## src/rtl/instr_seq_if.sv

```systemverilog
// Instruction issue channel between the sequencer and the downstream datapath stage.
// A word moves on every rising edge where instr_valid and instr_ready are both high.
// While instr_valid is high and instr_ready is low, the source holds instr_out stable.
// instr_ready has no meaning while instr_valid is low.
interface instr_seq_if #(
  parameter int IW = 20
);
  logic [IW-1:0] instr_out;
  logic          instr_valid;
  logic          instr_ready;

  modport master (output instr_out, output instr_valid, input instr_ready);
  modport slave  (input instr_out, input instr_valid, output instr_ready);
endinterface

```

## src/rtl/instr_sequencer.sv

```systemverilog
// Program memory plus IDLE/RUN/DONE issue FSM feeding 20-bit instruction words
// downstream one per accepted handshake, with PC / issued-count progress outputs.
module instr_sequencer #(
  parameter int DEPTH = 16,
  parameter int AW    = 4,
  parameter int IW    = 20
) (
  input  logic          clk,
  input  logic          rst_n,
  input  logic          load_en,
  input  logic [AW-1:0] load_addr,
  input  logic [IW-1:0] load_data,
  input  logic [AW:0]   prog_len,
  input  logic          start,
  input  logic          abort,
  instr_seq_if.master   ifc,
  output logic [AW-1:0] pc,
  output logic [AW:0]   issued_cnt,
  output logic          busy,
  output logic          done,
  output logic [1:0]    dbg_state
);

  typedef enum logic [1:0] {
    S_IDLE = 2'd0,
    S_RUN  = 2'd1,
    S_DONE = 2'd2
  } state_t;

  state_t        state_q, state_d;
  logic [AW-1:0] pc_q, pc_d;
  logic [AW:0]   cnt_q, cnt_d;
  logic [AW:0]   len_q, len_d;
  logic [IW-1:0] instr_q, instr_d;
  logic          valid_q, valid_d;
  logic [IW-1:0] mem_q [DEPTH];

  logic          start_acc;
  logic          xfer;
  logic          last_word;
  logic [AW:0]   len_c;

  assign start_acc = start && (state_q != S_RUN);
  assign xfer      = valid_q && ifc.instr_ready;
  assign last_word = ({1'b0, pc_q} == (len_q - (AW+1)'(1)));
  assign len_c     = (prog_len > (AW+1)'(DEPTH)) ? (AW+1)'(DEPTH) : prog_len;

  // Loads are blocked while running and on the edge that accepts a start.
  always_ff @(posedge clk) begin
    if (load_en && (state_q != S_RUN) && !start_acc) begin
      mem_q[load_addr] <= load_data;
    end
  end

  always_comb begin
    state_d = state_q;
    pc_d    = pc_q;
    cnt_d   = cnt_q;
    len_d   = len_q;
    instr_d = instr_q;
    valid_d = valid_q;
    case (state_q)
      S_IDLE, S_DONE: begin
        if (start) begin
          len_d = len_c;
          pc_d  = '0;
          cnt_d = '0;
          if (len_c == '0) begin
            state_d = S_DONE;
            valid_d = 1'b0;
          end else begin
            state_d = S_RUN;
            valid_d = 1'b1;
            instr_d = mem_q[0];
          end
        end
      end
      S_RUN: begin
        if (xfer) begin
          cnt_d = cnt_q + (AW+1)'(1);
        end
        // Abort wins over the last-word transition; pc holds where it stopped.
        if (abort) begin
          state_d = S_IDLE;
          valid_d = 1'b0;
        end else if (xfer) begin
          if (last_word) begin
            state_d = S_DONE;
            valid_d = 1'b0;
          end else begin
            pc_d    = pc_q + AW'(1);
            instr_d = mem_q[pc_q + AW'(1)];
          end
        end
      end
      default: begin
        state_d = S_IDLE;
        valid_d = 1'b0;
      end
    endcase
  end

  always_ff @(posedge clk or negedge rst_n) begin
    if (!rst_n) begin
      state_q <= S_IDLE;
      pc_q    <= '0;
      cnt_q   <= '0;
      len_q   <= '0;
      instr_q <= '0;
      valid_q <= 1'b0;
    end else begin
      state_q <= state_d;
      pc_q    <= pc_d;
      cnt_q   <= cnt_d;
      len_q   <= len_d;
      instr_q <= instr_d;
      valid_q <= valid_d;
    end
  end

  assign ifc.instr_out   = instr_q;
  assign ifc.instr_valid = valid_q;
  assign pc              = pc_q;
  assign issued_cnt      = cnt_q;
  assign busy            = (state_q == S_RUN);
  assign done            = (state_q == S_DONE);
  assign dbg_state       = state_q;

endmodule

```

## src/flat_wrapper.sv

```systemverilog
// flat-port wrapper written by rule: the top's interface ports become plain ports
module instr_sequencer_flat 
#(
  parameter int DEPTH = 16,
  parameter int AW    = 4,
  parameter int IW    = 20
)
  (clk, rst_n, load_en, load_addr, load_data, prog_len, start, abort, pc, issued_cnt, busy, done, dbg_state, ifc_instr_out, ifc_instr_valid, ifc_instr_ready);
  instr_seq_if #(.IW(IW)) ifc_i ();
  input  logic clk;
  input  logic rst_n;
  input  logic load_en;
  input  logic [AW-1:0] load_addr;
  input  logic [IW-1:0] load_data;
  input  logic [AW:0] prog_len;
  input  logic start;
  input  logic abort;
  output logic [AW-1:0] pc;
  output logic [AW:0] issued_cnt;
  output logic busy;
  output logic done;
  output logic [1:0] dbg_state;
  output wire logic [$bits(ifc_i.instr_out)-1:0] ifc_instr_out;
  output wire logic [$bits(ifc_i.instr_valid)-1:0] ifc_instr_valid;
  input wire logic [$bits(ifc_i.instr_ready)-1:0] ifc_instr_ready;
  assign ifc_instr_out = ifc_i.instr_out;
  assign ifc_instr_valid = ifc_i.instr_valid;
  assign ifc_i.instr_ready = ifc_instr_ready;
  instr_sequencer #(.DEPTH(DEPTH), .AW(AW), .IW(IW)) u_core (.clk(clk), .rst_n(rst_n), .load_en(load_en), .load_addr(load_addr), .load_data(load_data), .prog_len(prog_len), .start(start), .abort(abort), .ifc(ifc_i), .pc(pc), .issued_cnt(issued_cnt), .busy(busy), .done(done), .dbg_state(dbg_state));
endmodule
```

## config.mk

```make
export PLATFORM = sky130hd
export DESIGN_NAME = instr_sequencer_flat
export DESIGN_NICKNAME = d
export VERILOG_FILES = /design/src/rtl/instr_seq_if.sv /design/src/rtl/instr_sequencer.sv /design/src/flat_wrapper.sv
export SDC_FILE = /design/constraint.sdc
export NUM_CORES = 1
export LEC_CHECK = 0
export ABC_AREA = 0
export CAP_MARGIN = 20
export CORE_UTILIZATION = 59
export CTS_BUF_LIST = sky130_fd_sc_hd__clkbuf_8
export DETAILED_ROUTE_END_ITERATION = 6
export HOLD_SLACK_MARGIN = 0.06
export PLACE_DENSITY = 0.78
export RECOVER_POWER = 50
export SLEW_MARGIN = 25
export SYNTH_ARGS = -nofsm -noshare
export SYNTH_HDL_FRONTEND = slang
export SYNTH_SLANG_ARGS = --single-unit
```

## constraint.sdc

```tcl
create_clock -name clk -period 6.2 [get_ports clk]
set_clock_uncertainty 0.1 [all_clocks]
set_input_delay 1.55 -clock clk [delete_from_list [all_inputs] [get_ports clk]]
set_output_delay 1.55 -clock clk [all_outputs]
set_load 0.03 [all_outputs]
```

# Yosys cells after proc, flatten, opt, wreduce, memory -nomap -nowiden
# Memories as Yosys holds them, arrays and structs flattened.
# Cells that the tools add are included.
[totals]
wordCells = 65
memories = 1
input_bits = 35
reg_bits = 37
mem_bits_rw = 320
[mem_list]
columns = ["name", "depth", "word_bits", "read_ports", "rd_ports_with_merged_regs", "wr", "line_no", "text"]
rows = [
  ["u_core.mem_q", 16, 20, 2, 0, 1, "instr_sequencer.sv:36", "logic [IW-1:0] mem_q [DEPTH];"],
]
[classes]
reduce_logical = 14
magnitude_cmp = 1
mux = 29
n_addsub = 3
n_eq_ne = 11
[ops]
columns = ["operator", "n"]
rows = [
  ["2-to-1 mux 20 bit", 5],
  ["one-hot mux 20 bit (2 select lines)", 1],
  ["2-to-1 mux 4 bit", 4],
  ["2-to-1 mux 5 bit", 3],
  ["2-to-1 mux 2 bit", 5],
  ["one-hot mux 5 bit (2 select lines)", 1],
  ["!= test 2 bit (second input constant)", 4],
  ["one-hot mux 4 bit (2 select lines)", 1],
  ["2-to-1 mux 1 bit", 7],
  ["!= test 3 x 2 -> 1 bit (second input constant)", 2],
  ["AND reduction 3 bit", 2],
  ["AND reduction 6 bit", 1],
  ["adder 5 x 1 -> 5 bit (second input constant)", 1],
  ["== test 4 x 5 -> 1 bit", 1],
  ["greater-than comparator 5 bit (second input constant)", 1],
  ["zero test 5 bit", 1],
  ["AND reduction 5 bit", 1],
  ["subtractor 5 x 1 -> 5 bit (second input constant)", 1],
  ["adder 4 x 1 -> 4 bit (second input constant)", 1],
  ["logical AND 1 bit", 4],
  ["!= test 2 x 1 -> 1 bit (second input constant)", 2],
  ["one-hot mux 2 bit (2 select lines)", 1],
  ["== test 2 x 1 -> 1 bit (second input constant)", 1],
  ["== test 2 bit (second input constant)", 1],
  ["6 further kinds", 6],
]

# Depth between registers and ports, before layout
# Gate-level depths: netlist of run 1.
[logic_depth]
word_depth = 6
ltp_mapped = 8
depth_no_buf = 7

# Worst setup path after synthesis of run 1
# Ideal clock, no wire load.
[synth_path]
path_kind = "in2reg"
start = "in start"
end = "mem u_core.mem_q[0][0], enable pin"
setup_slack_ns = 2.196
path_buffers = 0
stages = 3
required_ns = 5.678
arrival_ns = 3.482
setup_time_ns = 0.422
cell_sequence = "nand3b_1 > or3_1 > nor3_1"
[synth_via]
elab_chain_cells = 5
[synth_rtl]
columns = ["item", "line_no", "text"]
rows = [
  ["from (decl)", "flat_wrapper.sv:16", "input logic start;"],
  ["logical AND 1 bit", "instr_sequencer.sv:43", "assign start_acc = start && (state_q != S_RUN);"],
  ["zero test 1 bit", "instr_sequencer.sv:50", "if (load_en && (state_q != S_RUN) && !start_acc) begin"],
  ["logical AND 1 bit", "instr_sequencer.sv:50", ""],
  ["2-to-1 mux 1 bit", "instr_sequencer.sv:50", ""],
  ["2-to-1 mux 1 bit (not written as such)", "instr_sequencer.sv:51", "mem_q[load_addr] <= load_data;"],
  ["to (decl)", "instr_sequencer.sv:36", ""],
]
# No other way between the ends.

# Final worst setup path of run 1
[layout_path]
start = "in start"
end = "mem u_core.mem_q[8][2], enable pin"
# The elaborated chain is that of the path after synthesis.

==> metrics.md, run 1 <==
| Metric | Value |
|---|---|
| Port Buffer Count | `68` |
| Post-layout util | `0.6942` |
| # fillers | `about 1,400` |
| Finish-stage setup viols | `0` |
| Clock power frac | `0.267` |
| CTS max path bufs | `3` |
| Grt ovf | `0` |
| Slew margin rel. | `-0.5320` |
| Min cycle time layout | `4167 ps` |
| Top-area cell type share of the netlist area | `0.6742` |
| Synth Area in Compound Gates | `0.03555` |
| Outcome | `complete, but fails checks` |
| Antenna Nets Post-Route | `0` |
| WL final | `31.40 mm` |
| Total negative slack | `0 ps` |
| Nets | `878` |
| R2r startpoint | `u_core.pc[0]$_DFFE_PN0P_` |
| Simple-Gate Fraction of Synth Area | `0.05294` |
| Mux cell area share after synthesis | `0.1477` |
| Synth Area in Adders | `0.002634` |
| Maximum capacitance violations | `2` |
| Core box area | `23,610 um^2` |
| CTS Sinks | `357` |
| Worst vdd ir | `~0.27 mV` |
| Lkg Pwr | `0.005330 uW` |
| Failing checks | `max-capacitance violations, max-slew violations` |
| Post-DP Area | `15,380 um^2` |
| Post-DP HPWL | `18.95 mm` |
| Fin area | `roughly 16,000 um^2` |
| Ys Warns | `0` |
| Residual DRC | `0` |
| Xor and xnor area share after synthesis | `0.006145` |
| WS Path Type | `input port to register` |
| Die footprint | `24,780 um^2` |
| Synth Instances | `740` |
| P_int | `4611 uW` |
| Antenna violations before repair | `1` |
| Final Max Slew Viols | `59` |
| H-tree depth | `2` |
| Placer Congestion | `roughly 0.81` |
| Gates resized, CTS repair | `0` |
| Largest net degree at the start of global routing | `72` |
| Overall via count from detail_route | `between 7,000 and 8,000` |
| R2r worst-path depth | `6` |
| Synthesized net count | `around 800` |
| Arr. time, crit path | `about 4200 ps` |
| Antenna Cells | `0` |
| Initial DRC Count | `roughly 760` |
| Sw Pwr | `2007 uW` |
| Endpoints failing hold | `0` |
| Synth cell types | `47` |
| Vias in the first global route | `7,930` |
| Die height | `157.4 um` |
| Fraction of layout cells with a size suffix above 1 | `0.2256` |
| Insertion delay to the later sink of the worst-skew pair | `570 ps` |
| Comb power frac | `0.298` |
| Top post-synthesis cells by count | `edfxtp_1 (320), mux4_2 (78), nand2_1 (55)` |
| Switching share of power | `0.3032` |
| CP endpoint kind | `register` |
| Period utilization | `0.6721` |
| Clock Root Buffer | `clkbuf_8` |
| Worst reg2reg setup slack | `between 2000 and 2500 ps` |
| Sequential area share after synthesis | `0.7392` |
| Die width | `157.4 um` |
| Worst-path clk slew | `around 60 ps` |
| CTS tree | `built` |
| Post-synthesis register bit count | `between 300 and 400` |
| Initial Utilization | `0.6036` |
| Hold slack | `413.8 ps` |
| EDFF count, synth | `320` |
| Netlist Area Pre-Place | `14,250 um^2` |
| Sequential share of power | `0.436` |
| Post-CTS Repair Setup Buffers | `0` |
| Crit. Startpoint | `start` |
| All-layer global routing usage | `0.2651` |
| Startpoint Class | `input port` |
| Power Density | `403.7 nW/um^2` |
| Average footprint of a synthesized cell | `19.26 um^2` |
| Cts hold-fix bufs | `0` |
| Slew @ Worst Pin | `~2300 ps` |
| Most frequent cell after synthesis | `edfxtp_1` |
| First-pass GRT wire length | `47.00 mm` |
| Largest family of logic cells by synthesized area | `multiplexers` |
| Reg2reg end | `u_core.ifc.instr_out[18]$_DFFE_PN0P_` |
| Synth Flop Type | `edfxtp_1` |
| Yosys top cell by area | `edfxtp_1` |
| Initial DRT Pass Iterations | `6` |
| CP endpoint | `u_core.mem_q[8][2]$_DFFE_PP_` |
| Achievable Freq | `240.0 MHz` |
| Vias per cell | `6.411` |
| TritonCTS buffer count | `54` |
| RSZ-0062 raised after global routing | `false` |
| Async S/R FF share, synth | `0.1036` |
| Top cells by area, synth | `edfxtp_1 (67%), mux4_2 (12%), dfrtp_1 (6.5%)` |
| Placement row count | `56` |
| Number of top-level pins | `69` |
| Final Power | `6617 uW` |
| Layout Area Growth over Synthesis | `15.01%` |
| Hold crit path type | `register to register` |
| CP max FO | `20` |
| Crit path required time | `~6300 ps` |
| Routed wire length per instance | `26.14 um` |
## layout by cell type, fill, tap and decap left out, drive strengths merged, types with 3 or more instances in the layout
cell,instances
mux2,22
clkdlybuf4s50,46
clkinv,24
and3,3
a21oi,5
nor2b,7
inv,21
xor2,6
nand3,5
clkbuf,58
a311oi,21
mux2i,3
nor3,7
nor2,42
dlygate4sd3,21
o21ai,10
dfrtp,37
mux4,78
edfxtp,320
a2111oi,21
nand2b,8
and2,20
xnor2,4
buf,15
ha,3
nand2,55
## flip-flops by register name (all words and copies together), names as in the netlist
register / count
u_core.mem_q: 320
u_core.ifc.instr_out: 20
u_core.issued_cnt: 5
u_core.len_q: 5
u_core.pc: 4
u_core.dbg_state: 2
u_core.ifc.instr_valid: 1
## per-stage QoR
stage,cells,setup slack [ps]
finish,1201,2033
global route,1201,1937
CTS,1200,2203
detailed placement,1102,1758
global placement,1102,1901
floorplan,740,2196
## worst min-delay path by stage
stage / slack, ps / to / startpoint / cells past startpoint
floorplan: 370 / u_core.len_q[1]$_DFFE_PN0P_ / u_core.len_q[1]$_DFFE_PN0P_ / 2
global placement: 400 / u_core.ifc.instr_out[11]$_DFFE_PN0P_ / u_core.ifc.instr_out[11]$_DFFE_PN0P_ / 1
detailed placement: 400 / u_core.ifc.instr_out[9]$_DFFE_PN0P_ / u_core.ifc.instr_out[9]$_DFFE_PN0P_ / 1
CTS: 420 / u_core.ifc.instr_out[11]$_DFFE_PN0P_ / u_core.ifc.instr_out[11]$_DFFE_PN0P_ / 1
global route: 430 / u_core.ifc.instr_out[11]$_DFFE_PN0P_ / u_core.ifc.instr_out[11]$_DFFE_PN0P_ / 1
finish: 410 / u_core.ifc.instr_out[11]$_DFFE_PN0P_ / u_core.ifc.instr_out[11]$_DFFE_PN0P_ / 1
## worst max-delay path, cell delays in order
cell	delay [ps]
dlygate4sd3_1	660
nand3b_1	230
nor2_1	110
nand2_1	200
nor3_1	270
clkbuf_1	1180
## cell type report
type	count	area, um^2	share of cell area
Tap cell	319	399.1	0.02435
Clock buffer	56	770.7	0.04702
Timing Repair Buffer	84	814.5	0.04969
Sequential cell	357	10540	0.6429
Clock inverter	42	217.7	0.01328
Inverter	6	22.52	0.001374
Multi-Input combinational cell	337	3628	0.2214
## cell families after synthesis
group / after synthesis
xor+xnor: 10
fa+ha+maj: 3
flops: 357
simple gates: 159
compound gates: 62
mux: 103
buf+inv: 46
## metal layers
| layer | track usage | up-vias | routed length [um] |
|---|---|---|---|
| li1 | - | 3209 | - |
| met1 | 0.3661 | 3963 | 12440 |
| met2 | 0.4123 | 461 | 15220 |
| met3 | 0.07379 | 67 | 3016 |
| met4 | 0.08830 | 0 | 725 |
| met5 | 0 | - | 0 |
## power groups by stage
stage	Clock (uW)	Sequential [uW]	Combinational [uW]
after floorplan	0	2990	1290
after global placement	0	2920	1920
after detailed placement	0	2930	1970
after CTS	1790	2880	1980
after global routing	1880	2900	2090
final	1760	2880	1970
Note: power is estimated with default switching activity, not from simulation.
==> run 2: changes to the inputs <==
Clock period 6.2 ns to 4 ns, I/O delays scaled along.
==> run 2 against run 1 <==
Net effect:
- the run still ends with max-capacitance violations, max-slew violations left
- clock-buffer cell count grew 7
- cell count is 1.7% higher
- critical path depth shrank 3
- hold slack better by 6.0 ps
- largest cell class unchanged
- highest routed layer unchanged
==> metrics.md, run 2 (same netlist as run 1, synthesis figures left out) <==
| Metric | Value |
|---|---|
| RSZ-0062 raised after global routing | `false (unchanged)` |
| Period utilization | `0.9079` |
| Hold crit path type | `register to register (unchanged)` |
| Reg2reg end | `u_core.ifc.instr_out[16]$_DFFE_PN0P_ (was u_core.ifc.instr_out[18]$_DFFE_PN0P_)` |
| Min-delay src | `u_core.ifc.instr_out[11]$_DFFE_PN0P_ (unchanged)` |
| R2r worst-path depth | `8 (was 6)` |
| Endpoints failing hold | `0 (unchanged)` |
| Core box area | `23,610 um^2 (unchanged)` |
| Placer Congestion | `0.8291 (was 0.8120)` |
| Grt ovf | `0 (unchanged)` |
| Fraction of layout cells with a size suffix above 1 | `0.2614 (was 0.2256)` |
| Hold path cells | `1 (unchanged)` |
| Routed wire length per instance | `25.60 um (was 26.14 um)` |
| Final Power | `10,550 uW (was 6617 uW)` |
| Die height | `157.4 um (unchanged)` |
| Lkg Pwr | `0.005503 uW (was 0.005330 uW)` |
| Hold endpoint | `u_core.ifc.instr_out[11]$_DFFE_PN0P_ (unchanged)` |
| Commonest cells after routing, fill and taps aside | `edfxtp_1 (320), mux4_2 (78), clkbuf_8 (63) (was edfxtp_1 (320), mux4_2 (78), clkbuf_8 (56))` |
| Crit path required time | `2900 ps (was 6260 ps)` |
| Arr. time, crit path | `2530 ps (was 4230 ps)` |
| Worst-path clk slew | `60 ps (about the same)` |
| Clock Root Buffer | `clkbuf_8 (unchanged)` |
| Nets | `897 (was 878)` |
| Die footprint | `24,780 um^2 (unchanged)` |
| CP max FO | `12 (was 20)` |
| Post-DP HPWL | `17.91 mm (was 18.95 mm)` |
| # fillers | `1,418 (was 1,444)` |
| Finish-stage setup viols | `0 (unchanged)` |
| Initial DRC Count | `743 (was 758)` |
| Maximum capacitance violations | `1 (was 2)` |
| Most flops, register | `u_core.mem_q (unchanged)` |
| Vias in the first global route | `8,052 (was 7,930)` |
| Cts hold-fix bufs | `0 (unchanged)` |
| Worst vdd ir | `0.5322 mV (was 0.2709 mV)` |
| Initial Utilization | `0.6036 (unchanged)` |
| Residual DRC | `0 (unchanged)` |
| CP endpoint kind | `primary output (was register)` |
| Slew @ Worst Pin | `2276 ps (was 2298 ps)` |
| Startpoint Class | `register (was input port)` |
| Placement row count | `56 (unchanged)` |
| Post-CTS Repair Setup Buffers | `0 (unchanged)` |
| Achievable Freq | `about 280 MHz` |
| Port Buffer Count | `68 (unchanged)` |
| Initial DRT Pass Iterations | `7 (was 6)` |
| H-tree depth | `2 (unchanged)` |
| Die width | `157.4 um (unchanged)` |
| Layout Area Growth over Synthesis | `16.85% (was 15.01%)` |
| R2r startpoint | `u_core.pc[0]$_DFFE_PN0P_ (unchanged)` |
| Worst reg2reg setup slack | `670 ps (was 2210 ps)` |
| WL final | `31.28 mm (was 31.40 mm)` |
| CTS tree | `built (unchanged)` |
| Antenna Cells | `0 (unchanged)` |
| Failing checks | `max-capacitance violations, max-slew violations (unchanged)` |
| Antenna violations before repair | `0 (was 1)` |
| Slew margin rel. | `-0.5176 (was -0.5320)` |
| Antenna Nets Post-Route | `0 (unchanged)` |
| Largest register FFs | `320 (unchanged)` |
| Min cycle time layout | `3632 ps` |
| Largest net degree at the start of global routing | `59 (was 72)` |
| CTS Sinks | `357 (unchanged)` |
| Final Max Slew Viols | `38 (was 59)` |
| Most common cell after layout, fill and taps aside | `edfxtp_1 (unchanged)` |
| Power Density | `633.6 nW/um^2 (was 403.7 nW/um^2)` |
| Outcome | `complete, but fails checks (unchanged)` |
| Insertion delay to the later sink of the worst-skew pair | `570 ps (about the same)` |
| CTS max path bufs | `3 (unchanged)` |
| Number of top-level pins | `69 (unchanged)` |
| Overall via count from detail_route | `7,696 (was 7,700)` |
| WS Path Type | `register to primary output (was input port to register)` |
| Vias per cell | `6.298 (was 6.411)` |
| TritonCTS buffer count | `54 (unchanged)` |
| First-pass GRT wire length | `47.20 mm (was 47.00 mm)` |
| Gates resized, CTS repair | `0 (unchanged)` |
| All-layer global routing usage | `0.2652 (was 0.2651)` |
| Total negative slack | `0 ps (unchanged)` |
## run 2: cell count changes in the layout (fill, tap and decap cells not counted), sizes merged
cell / delta
clkbuf: +8
inv: -7
buf: +18
bufinv: +2
## run 2: through the flow
step / instance area (um^2) / setup WS (ps) / utilization / instances / hold WS (ps)
floorplan: 14250 / 401.2 / - / 740 / 372.6
global placement: 15530 / 715.7 / 0.6578 / 1122 / 410.7
detailed placement: 15530 / 637.3 / 0.6578 / 1122 / 409.4
CTS: 16660 / 626.6 / 0.7058 / 1222 / 430.9
global route: 16650 / 296.8 / 0.7053 / 1222 / 437.8
finish: 16650 / 368.4 / 0.7053 / 1222 / 419.8
## run 2: cell type report
type                       instances  area (um^2)  share of cell area
tap                              319        399.1             0.02397
sequential                       357        10540              0.6328
timing repair buffer             103        967.2             0.05808
inverter                           6        22.52            0.001352
multi-input combinational        337         3593              0.2158
clock buffer                      63        867.1             0.05207
clock inverter                    37        265.3             0.01593
## run 2: layer usage
metal	part of all wire	track usage	wire length, um
met1	0.40	0.3641	12530
met2	0.49	0.4220	15270
met3	0.081	0.05259	2532
met4	0.030	0.1082	947
met5	0	0	0
## run 2: worst max path at each step
stage | from | to | cells past startpoint
2_1_floorplan | u_core.dbg_state[1]$_DFFE_PN0P_ | u_core.mem_q[0][0]$_DFFE_PP_ | 6
3_3_place_gp | start | u_core.ifc.instr_out[16]$_DFFE_PN0P_ | 7
3_5_place_dp | start | u_core.ifc.instr_out[18]$_DFFE_PN0P_ | 7
4_1_cts | u_core.dbg_state[0]$_DFFE_PN0P_ | busy | 3
5_1_grt | u_core.dbg_state[0]$_DFFE_PN0P_ | busy | 3
6_report | u_core.dbg_state[0]$_DFFE_PN0P_ | busy | 3
## run 2: worst max-delay path, cell delays in order, from the launching register on
cell and delay, ps:
dfrtp_1 520, nand2b_1 140, inv_1 500, clkdlybuf4s50_1 810
## run 2: report_power, final
group / internal [uW] / leakage (uW) / total, uW / switching, uW
clock: 1700 / 0.000623 / 3060 / 1360
sequential: 4230 / 0.00333 / 4370 / 147
combinational: 1550 / 0.00155 / 3120 / 1570
==> run 3: changes to the inputs <==
Settings changed: CTS_CLUSTER_SIZE set to 10.
==> run 3 against run 2 <==
Net effect:
- the flow still finishes with violations (max-capacitance violations, max-slew violations)
- cell count did not move
- sequential cell count did not move
- non-clock buffer count did not move
- largest power group unchanged
==> metrics.md, run 3 (same netlist as run 1, synthesis figures left out) <==
| Metric | Value |
|---|---|
| Lkg Pwr | `0.005492 uW (was 0.005503 uW)` |
| Placement row count | `56 (unchanged)` |
| Antenna Nets Post-Route | `0 (unchanged)` |
| CTS tree | `built (unchanged)` |
| Final Max Slew Viols | `38 (unchanged)` |
| CP max FO | `12 (unchanged)` |
| Power Density | `630.9 nW/um^2 (was 633.6 nW/um^2)` |
| Endpoints failing hold | `0 (unchanged)` |
| TritonCTS buffer count | `54 (unchanged)` |
| H-tree depth | `2 (unchanged)` |
| Placer Congestion | `0.8291 (unchanged)` |
| Period utilization | `0.9064 (was 0.9079)` |
| CTS Sinks | `357 (unchanged)` |
| Routed wire length per instance | `25.53 um (was 25.60 um)` |
| Post-DP HPWL | `17.91 mm (unchanged)` |
| Worst path bufs/invs | `2 (unchanged)` |
| # fillers | `1,424 (was 1,418)` |
| Post-CTS Repair Setup Buffers | `0 (unchanged)` |
| Worst vdd ir | `0.5270 mV (was 0.5322 mV)` |
| Slowest stage delay, CP | `810 ps (about the same)` |
| Clock Root Buffer | `clkbuf_8 (unchanged)` |
| Arr. time, crit path | `2530 ps (about the same)` |
| CP Depth | `3 (unchanged)` |
| Hold crit path type | `register to register (unchanged)` |
| CP endpoint kind | `primary output (unchanged)` |
| Largest register FFs | `320 (unchanged)` |
| Slew margin rel. | `-0.5229 (was -0.5176)` |
| Commonest cells after routing, fill and taps aside | `edfxtp_1 (320), mux4_2 (78), clkbuf_8 (64) (was edfxtp_1 (320), mux4_2 (78), clkbuf_8 (63))` |
| Clock power frac | `0.286 (was 0.290)` |
| Failing checks | `max-capacitance violations, max-slew violations (unchanged)` |
| WS Path Type | `register to primary output (unchanged)` |
| Achievable Freq | `275.8 MHz (was 275.4 MHz)` |
| Number of top-level pins | `69 (unchanged)` |
| Fraction of layout cells with a size suffix above 1 | `0.2614 (unchanged)` |
| Most flops, register | `u_core.mem_q (unchanged)` |
| Cell family with most CP delay | `buffers and inverters (unchanged)` |
| Startpoint Class | `register (unchanged)` |
| Finish-stage setup viols | `0 (unchanged)` |
| Cts hold-fix bufs | `0 (unchanged)` |
| Switching share of power | `0.2927 (was 0.2920)` |
| Port Buffer Count | `68 (unchanged)` |
| Comb power frac | `0.297 (was 0.296)` |
| Sw Pwr | `3073 uW (was 3080 uW)` |
| Slowest-stage cell, CP | `clkdlybuf4s50_1 (unchanged)` |
| Slew @ Worst Pin | `2284 ps (was 2276 ps)` |
| Die height | `157.4 um (unchanged)` |
| Residual DRC | `0 (unchanged)` |
| Die width | `157.4 um (unchanged)` |
| Vias in the first global route | `8,054 (was 8,052)` |
| Die footprint | `24,780 um^2 (unchanged)` |
| Largest net degree at the start of global routing | `59 (unchanged)` |
| Crit path required time | `2900 ps (about the same)` |
| Initial DRC Count | `775 (was 743)` |
| Worst-path cell chain | `nand2b_1 -> inv_1 -> clkdlybuf4s50_1 (unchanged)` |
| Worst-path clk slew | `60 ps (about the same)` |
| P_int | `7425 uW (was 7471 uW)` |
| First-pass GRT wire length | `47.20 mm (unchanged)` |
| Fin cells | `1,222 (unchanged)` |
| Outcome | `complete, but fails checks (unchanged)` |
| Core box area | `23,610 um^2 (unchanged)` |
| Most common cell after layout, fill and taps aside | `edfxtp_1 (unchanged)` |
| RSZ-0062 raised after global routing | `false (unchanged)` |
| Initial Utilization | `0.6036 (unchanged)` |
| Sequential share of power | `0.417 (was 0.415)` |
| Insertion delay to the later sink of the worst-skew pair | `570 ps (about the same)` |
| All-layer global routing usage | `0.2651 (was 0.2652)` |
| Layout Area Growth over Synthesis | `16.75% (was 16.85%)` |
| Gates resized, CTS repair | `0 (unchanged)` |
| Maximum capacitance violations | `1 (unchanged)` |
| Antenna violations before repair | `0 (unchanged)` |
| WL final | `31.20 mm (was 31.28 mm)` |
| Initial DRT Pass Iterations | `5 (was 7)` |
| Overall via count from detail_route | `7,660 (was 7,696)` |
| R2r worst-path depth | `8 (unchanged)` |
| Nets | `897 (unchanged)` |
| Vias per cell | `6.268 (was 6.298)` |
| Grt ovf | `0 (unchanged)` |
| Hold path cells | `1 (unchanged)` |
| Total negative slack | `0 ps (unchanged)` |
| CTS max path bufs | `3 (unchanged)` |
| Min cycle time layout | `3626 ps (was 3632 ps)` |
| Dpl cells | `1,122 (unchanged)` |
| Antenna Cells | `0 (unchanged)` |
-- run 3: changes by cell type in the layout (fill, tap and decap cells not counted) --
cell        before  now
clkinv_2        14   13
clkbuf_8        63   64
bufinv_16        4    3
clkinvlp_4       1    2
-- run 3: layout make-up --
class / instances / area [um^2] / share of cell area
clock buffers: 64 / 880.8 / 0.05294
clock inverters: 36 / 237.7 / 0.01429
inverters: 6 / 22.52 / 0.001353
multi-input cells: 337 / 3593 / 0.2160
flip-flops and latches: 357 / 10540 / 0.6334
well taps: 319 / 399.1 / 0.02399
repair buffers: 103 / 967.2 / 0.05812
-- run 3: metrics by stage --
stage	power (uW)	hold WS (ps)	worst slack (ps)	cell area, um^2	util
2_1_floorplan	6635	372.6	401.2	14250	-
5_1_grt	10910	437.8	296.8	16640	0.7047
3_3_place_gp	7494	410.7	715.7	15530	0.6578
3_5_place_dp	7583	409.4	637.3	15530	0.6578
4_1_cts	10580	430.9	626.6	16650	0.7052
6_report	10500	419.1	374.4	16640	0.7047
-- run 3: per-layer routing --
layer  part of all wire  GRT usage  vias to the layer above  wire length, um
met4              0.030     0.1073                        0              925
met5                  0          0                        -                0
li1                   -          -                     3237                -
met2               0.49     0.4225                      390            15370
met1               0.40     0.3636                     3964            12500
met3              0.077    0.05259                       69             2402
-- run 3: worst paths after layout --
| path | from | slack (ps) | end |
|---|---|---|---|
| worst max-delay path | u_core.dbg_state[0]$_DFFE_PN0P_ | 370 | busy |
| worst min-delay path | u_core.ifc.instr_out[11]$_DFFE_PN0P_ | 420 | u_core.ifc.instr_out[11]$_DFFE_PN0P_ |
| worst max register to register | u_core.pc[0]$_DFFE_PN0P_ | 700 | u_core.ifc.instr_out[16]$_DFFE_PN0P_ |
| worst min register to register | u_core.ifc.instr_out[11]$_DFFE_PN0P_ | 420 | u_core.ifc.instr_out[11]$_DFFE_PN0P_ |
| max in group asynchronous | rst_n | 1180 | u_core.pc[0]$_DFFE_PN0P_ |
| min in group asynchronous | rst_n | 1010 | u_core.ifc.instr_out[5]$_DFFE_PN0P_ |
-- run 3: power groups by stage --
stage          logic [uW]  registers [uW]  clock network, uW
2_1_floorplan        2000            4640                  0
3_3_place_gp         3060            4440                  0
3_5_place_dp         3140            4440                  0
4_1_cts              3150            4370               3050
5_1_grt              3310            4390               3210
6_report             3120            4380               3000
